[config.mk]
export PLATFORM = sky130hd
export DESIGN_NAME = mem_access_unit
export DESIGN_NICKNAME = d
export VERILOG_FILES = /design/src/rtl/mem_access_unit.sv
export SDC_FILE = /design/constraint.sdc
export NUM_CORES = 1
export LEC_CHECK = 0
export ABC_AREA = 0
export BUFFER_PORTS_ARGS = -buffer_cell sky130_fd_sc_hd__buf_2
export CAP_MARGIN = 20
export CORE_ASPECT_RATIO = 0.8
export CORE_MARGIN = 3
export CORE_UTILIZATION = 40
export CTS_BUF_LIST = sky130_fd_sc_hd__clkbuf_16
export DETAILED_ROUTE_END_ITERATION = 12
export PLACE_DENSITY = 0.75
export SYNTH_ARGS = -nofsm -noshare
export SYNTH_HDL_FRONTEND = slang
export SYNTH_SLANG_ARGS = --single-unit
[constraint.sdc]
create_clock -name clk -period 4.85 [get_ports clk]
set_input_delay 0.485 -clock clk [delete_from_list [all_inputs] [get_ports clk]]
set_output_delay 0.485 -clock clk [all_outputs]
set_load 0.01 [all_outputs]
[src/rtl/mem_access_unit.sv]
// rtl/mem_access_unit.sv - load/store stage: BRAM/MMIO access, sub-word formatting, BRAM read stall
// Optional misaligned-access trap is enabled by defining MISALIGN_TRAP_EN.
module mem_access_unit #(
  parameter int unsigned ADDR_W    = 14,
  parameter logic [31:0] MMIO_BASE = 32'hFFFF_FC00,
  parameter int unsigned RD_LAT    = 1
) (
  input  logic              clk,
  input  logic              rst,
  input  logic              mem_read,
  input  logic              mem_write,
  input  logic [2:0]        funct3,
  input  logic [31:0]       alu_result,
  input  logic [31:0]       store_data,
  output logic              stall,
  output logic [31:0]       load_data,
  output logic              misalign,
  output logic [ADDR_W-1:0] dmem_addr,
  output logic [3:0]        dmem_we,
  output logic [31:0]       dmem_wdata,
  input  logic [31:0]       dmem_rdata,
  output logic [9:0]        io_addr,
  output logic              io_re,
  output logic              io_we,
  output logic [31:0]       io_wdata,
  input  logic [31:0]       io_rdata
);
  typedef enum logic [1:0] {IDLE = 2'd0, RD_WAIT = 2'd1, RD_DONE = 2'd2} state_t;

  state_t            state, state_next;
  logic [1:0]        wait_cnt;
  logic [ADDR_W+1:0] addr_q;
  logic [2:0]        funct3_q;
  logic [31:0]       load_q;
  logic              is_mmio, access, bad_align, go, bram_rd, mmio_rd, wr, last_wait;

  function automatic logic [31:0] format_load(input logic [31:0] word, input logic [1:0] lane,
                                              input logic [2:0] f);
    logic [7:0]  b;
    logic [15:0] h;
    b = word[{lane, 3'b000} +: 8];
    h = lane[1] ? word[31:16] : word[15:0];
    case (f)
      3'b000:  format_load = {{24{b[7]}}, b};
      3'b001:  format_load = {{16{h[15]}}, h};
      3'b010:  format_load = word;
      3'b100:  format_load = {24'd0, b};
      3'b101:  format_load = {16'd0, h};
      default: format_load = 32'd0;
    endcase
  endfunction

  assign is_mmio = alu_result >= MMIO_BASE;
  // New requests are only taken in IDLE; RD_DONE deliberately ignores the still-held load.
  assign access  = !rst && (state == IDLE) && (mem_read || mem_write);

`ifdef MISALIGN_TRAP_EN
  assign bad_align = ((funct3[1:0] == 2'b01) && alu_result[0]) ||
                     ((funct3 == 3'b010) && (alu_result[1:0] != 2'b00));
`else
  assign bad_align = 1'b0;
`endif

  assign go        = access && !bad_align;
  assign bram_rd   = go && mem_read && !is_mmio;
  assign mmio_rd   = go && mem_read && is_mmio;
  assign wr        = go && mem_write && !mem_read;
  assign last_wait = wait_cnt == 2'(RD_LAT - 1);

  always_ff @(posedge clk) begin
    if (rst) begin
      state    <= IDLE;
      wait_cnt <= 2'd0;
      addr_q   <= '0;
      funct3_q <= 3'd0;
      load_q   <= 32'd0;
    end else begin
      state <= state_next;
      case (state)
        IDLE: begin
          if (bram_rd) begin
            addr_q   <= alu_result[ADDR_W+1:0];
            funct3_q <= funct3;
            wait_cnt <= 2'd0;
          end
        end
        RD_WAIT: begin
          if (last_wait) begin
            load_q   <= format_load(dmem_rdata, addr_q[1:0], funct3_q);
            wait_cnt <= 2'd0;
          end else begin
            wait_cnt <= wait_cnt + 2'd1;
          end
        end
        default: ;
      endcase
    end
  end

  always_comb begin
    state_next = state;
    case (state)
      IDLE:    if (bram_rd) state_next = RD_WAIT;
      RD_WAIT: if (last_wait) state_next = RD_DONE;
      default: state_next = IDLE;
    endcase
  end

  always_comb begin
    stall      = bram_rd || (!rst && (state == RD_WAIT));
    misalign   = access && bad_align;
    dmem_addr  = (state == IDLE) ? alu_result[ADDR_W+1:2] : addr_q[ADDR_W+1:2];
    dmem_we    = 4'b0000;
    dmem_wdata = store_data;
    case (funct3)
      3'b000:  dmem_wdata = {4{store_data[7:0]}};
      3'b001:  dmem_wdata = {2{store_data[15:0]}};
      default: dmem_wdata = store_data;
    endcase
    if (wr && !is_mmio) begin
      case (funct3)
        3'b000:  dmem_we = 4'b0001 << alu_result[1:0];
        3'b001:  dmem_we = alu_result[1] ? 4'b1100 : 4'b0011;
        3'b010:  dmem_we = 4'b1111;
        default: dmem_we = 4'b0000;
      endcase
    end
    io_addr   = is_mmio ? alu_result[9:0] : 10'd0;
    io_re     = mmio_rd;
    io_we     = wr && is_mmio;
    io_wdata  = store_data;
    load_data = load_q;
    if (misalign) load_data = 32'd0;
    else if (mmio_rd) load_data = format_load(io_rdata, alu_result[1:0], funct3);
  end
endmodule

After elaboration in Yosys (flattened, before gate mapping):

Cells that the tools add are included.

* $add $sub $neg: 1
* $lt $le $gt $ge: 1
* eq/ne operators: 11
* shift operators: 3
* muxes and demuxes: 17
* reduce and logical (&&, ||, !) cells: 24

Operator list (number)
* 32-bit one-hot mux with 5 select lines: 2
* 32-bit one-hot mux with 2 select lines: 1
* 32-bit by 6-bit variable part select with 8-bit output: 2
* 32-bit >= comparator, second input constant: 1
* 16-bit two-way mux: 2
* 32-bit two-way mux: 1
* 14-bit two-way mux: 1
* 3-bit == test, second input constant: 4
* 4-bit one-hot mux with 3 select lines: 1
* 1-bit logical AND: 10
* 10-bit two-way mux: 1
* 2-bit two-way mux: 4
* 4-bit two-way mux: 2
* 2-bit one-hot mux with 2 select lines: 2
* 2-bit AND reduction: 4
* 3-bit by 1-bit == test with 1-bit output, second input constant: 2
* 3-bit by 2-bit == test with 1-bit output, second input constant: 2
* 3-bit logical NOT: 2
* 2-bit logical NOT: 2
* 2-bit != test, second input constant: 2
* 1-bit by 2-bit left shift with 4-bit output, first input constant: 1
* 1-bit logical NOT: 3
* 2-bit by 1-bit adder with 2-bit output, second input constant: 1
* 2-bit by 1-bit == test with 1-bit output, second input constant: 1
* 2 further kinds: 3

* register bits: 55
* input bits: 135
* output and inout bits: 128
* word-level logic and storage cells: 62

Longest topological paths before layout:

* depth after elaboration: 7
* depth in mapped cells: 8
* depth with buffers taken out: 6

Worst setup path after synthesis:

Ideal clock, no wire load.

* kind: input port to output port
* start: input alu_result[16]
* end: output load_data[14]
* arrival time: 1.849 ns
* required time: 4.365 ns
* slack: 2.516 ns
* stages: 7
* cells stage by stage: nand4_1 > or4_4 > nor3_2 > buf_6 > buf_6 > nor2_1 > a21oi_2

* longest elaborated chain between the ends: 3

RTL lines
* from (decl): RTL line 13 `input logic [31:0] alu_result,`
* 32-bit >= comparator: RTL line 53 `assign is_mmio = alu_result >= MMIO_BASE;`
* 1-bit logical AND: RTL line 66 `assign mmio_rd = go && mem_read && is_mmio;`
* 32-bit two-way mux: RTL line 134 `else if (mmio_rd) load_data = format_load(io_rdata, alu_result[1:0], funct3);`
* to (decl): RTL line 16 `output logic [31:0] load_data,`

No other way between the ends.

Worst setup path in the final report:

* start: input alu_result[16]
* end: output load_data[5]

Same word-level chain as after synthesis.

==> results.cfg <==
[sta]
hold_ws_ns = 0.4567
tns_ns = 0
period_minus_slack_ns = 3.147
rsz0062_at_grt = no
worst_pin_slew_ns = 0.9921
slew_violations = 0
fmax_mhz = 317.8
fin_crit_sh = 0.6488
skew_ns = 0.008857
hold_viol = 0
maxSlewHeadroom = 0.3386
setup_viol = 0

[placement]
gp_congestion = 0.9402
numPortBuffers = 261
dp_hpwl_um = 13180

[min_path]
hold_path.class = flip-flop to flip-flop
hp-start = load_q[15]$_SDFFE_PP0P_

[final_layout]
area_growth_pct = 26.74
final_common_cell = buf_2
regArea_mm2 = 0.001101
num_antenna_cells = 0
final_cell_mix = 261 x buf_2, 84 x nor2_1, 62 x a21oi_1
drive_above_1_share = 0.4494
multi_input_area_mm2 = 0.002741
fillers = 1071
nets = 897

[pwr]
p_sw_frac = 0.3326
seqPwrFrac = 0.390
p_comb_frac = 0.327
total_power_mw = 1.271
internal_power_mw = 0.8484
clockPowerShare = 0.283
ir_drop_v = 0.0001797
p_per_area_mw_per_mm2 = 228.3
p_leak_nw = 2.624
switching_power_mw = 0.4228

[detailed_routing]
viasPerCell = 5.430
dr.first_iter.drc_count = 430
drc = 0
wirelength_um = 16390
dr.pass1.iters = 6
vias = 4892
routedWlPerCell_um = 18.19
detail-route-antenna-nets = 0

[synthesis]
ys_async_sr_fraction = 0
syn_area_mm2 = 0.004394
syn_nets = 705
ys_seq_area_frac = 0.2506
yosysTopAreaCell = dfxtp_1
syn_inst = 568
synth_edf_count = 0
ys_types = 51
ys_top_cells_by_area = dfxtp_1 25%, mux2i_1 8.4%, mux2_2 7.7%, buf_4 7.3%, nor2_1 7.3%
postSynthAreaPerCell_um2 = 7.736
ys_ff_latch = 55
ys_warn_count = 0
synth_top_area_frac = 0.2506
dominantRegCellSynth = dfxtp_1

[grt]
antenna_found_initial = 0
grtUsageTotal = 0.2490
grt_pass1_vias = 4351
grt_start_max_net_pins = 66
grt_pass1_wl_um = 24140
grt_remaining_overflow = 0

[clock_network]
post-cts-setup-buffers = 0
ctsResizeCount = 0
cts-root-buf = clkbuf_16
cts_made_buffers = 5
ctsHoldBuffers = 0
cts.sinks = 55
cts_tree = yes
htreeDepth = 2
worstSkewPairLatency_ns = 0.29
clockBufferDepth = 2
path_clk_slew_ns = 0.07

[floorplan]
io_pins = 263
dieHeight_um = 99.75
coreArea_mm2 = 0.01049
die-area_mm2 = 0.01229
initial_utilization = 0.4190
placementRows = 33
die_w_um = 123.2

[worst_setup_path]
crit_path_end_kind = primary output
crit_fanout = 65
startpoint = alu_result[16]
cp.arrival_ns = 2.66
start_kind = primary input
worstPathRequired_ns = 4.37
r2r-start = addr_q[1]$_SDFFE_PP0P_
worstSetupPathType = primary input to primary output

[job]
drv_cap = 0

[run_status]
status = complete, no violations
worst paths after layout:
kind,endpoint,slack [ns],depth (start not counted)
max reg2reg,load_q[23]$_SDFFE_PP0P_,2.25,5
min,load_q[15]$_SDFFE_PP0P_,0.46,2
max,load_data[5],1.70,8
min reg2reg,load_q[15]$_SDFFE_PP0P_,0.46,2
layer usage:
metal	share of wire	wire length, µm	global-route usage	vias up
met5	0	0	0	-
met4	0.013	220	0.04426	0
met3	0.082	1339	0.02843	17
met2	0.45	7421	0.3910	238
met1	0.45	7410	0.3702	2264
li1	-	-	-	2373
power by group through the flow:
stage / Combinational [mW] / Clock, mW / Sequential [mW]
2_1_floorplan: 0.266 / 0 / 0.494
3_3_place_gp: 0.409 / 0 / 0.505
3_5_place_dp: 0.408 / 0 / 0.505
4_1_cts: 0.410 / 0.369 / 0.495
5_1_grt: 0.453 / 0.388 / 0.498
6_report: 0.416 / 0.360 / 0.495
synthesized netlist by cell type (2+ instances only):
master	n
a2bb2oi_1	7
o21ai_0	28
nor3b_1	2
nand2_1	50
clkbuf_1	24
a2111oi_0	2
o21ai_1	8
a211oi_1	2
a21oi_2	18
mux2i_1	37
buf_2	9
mux2_4	2
o211ai_1	2
nand2b_1	3
a21oi_1	63
nor2b_1	4
ha_1	2
and3_1	8
nor2_1	85
inv_1	9
dfxtp_1	55
nor3_1	6
nor3_2	2
buf_4	43
a221oi_1	20
a21o_1	3
a2111oi_4	3
a31oi_1	8
nand4_1	5
mux2_2	30
buf_6	7
o22ai_1	2
cells by family after synthesis:
kind of cell / count (synthesis) / share of synthesized area
compound gates: 174 / 0.2677
other cells: 1 / 0.0008534
fa+ha+maj: 2 / 0.005694
flops: 55 / 0.2506
mux: 70 / 0.1711
buf+inv: 93 / 0.1307
simple gates: 173 / 0.1734
metrics by stage:
step | area (µm²) | setup slack [ns] | std cells | util
final | 5569 | 1.703 | 901 | 0.5310
after CTS | 5550 | 1.753 | 899 | 0.5292
after global placement | 5403 | 1.809 | 891 | 0.5152
after floorplan | 4394 | 2.516 | 568 | -
after detailed placement | 5403 | 1.749 | 891 | 0.5152
after global routing | 5569 | 1.535 | 901 | 0.5310
worst max-delay path: stages:
cell      delay (ns)
buf_2           0.08
nand4_1         0.15
or4_4           0.63
nor3_4          0.17
buf_4           0.57
o221ai_1        0.26
o21ai_0         0.12
buf_2           0.15
state kept, by name (all words and copies together) (netlist names):
signal    cells
addr_q       16
wait_cnt      2
funct3_q      3
load_q       32
state         2
final cells by class:
type | count | area share
Inverter | 9 | 0.006066
Tap cell | 140 | 0.03145
Sequential cell | 55 | 0.1977
Clock inverter | 3 | 0.004044
Clock buffer | 5 | 0.02247
Multi-Input combinational cell | 420 | 0.4922
Timing Repair Buffer | 269 | 0.2460
No activity file was read; power rests on OpenSTA's default activity.
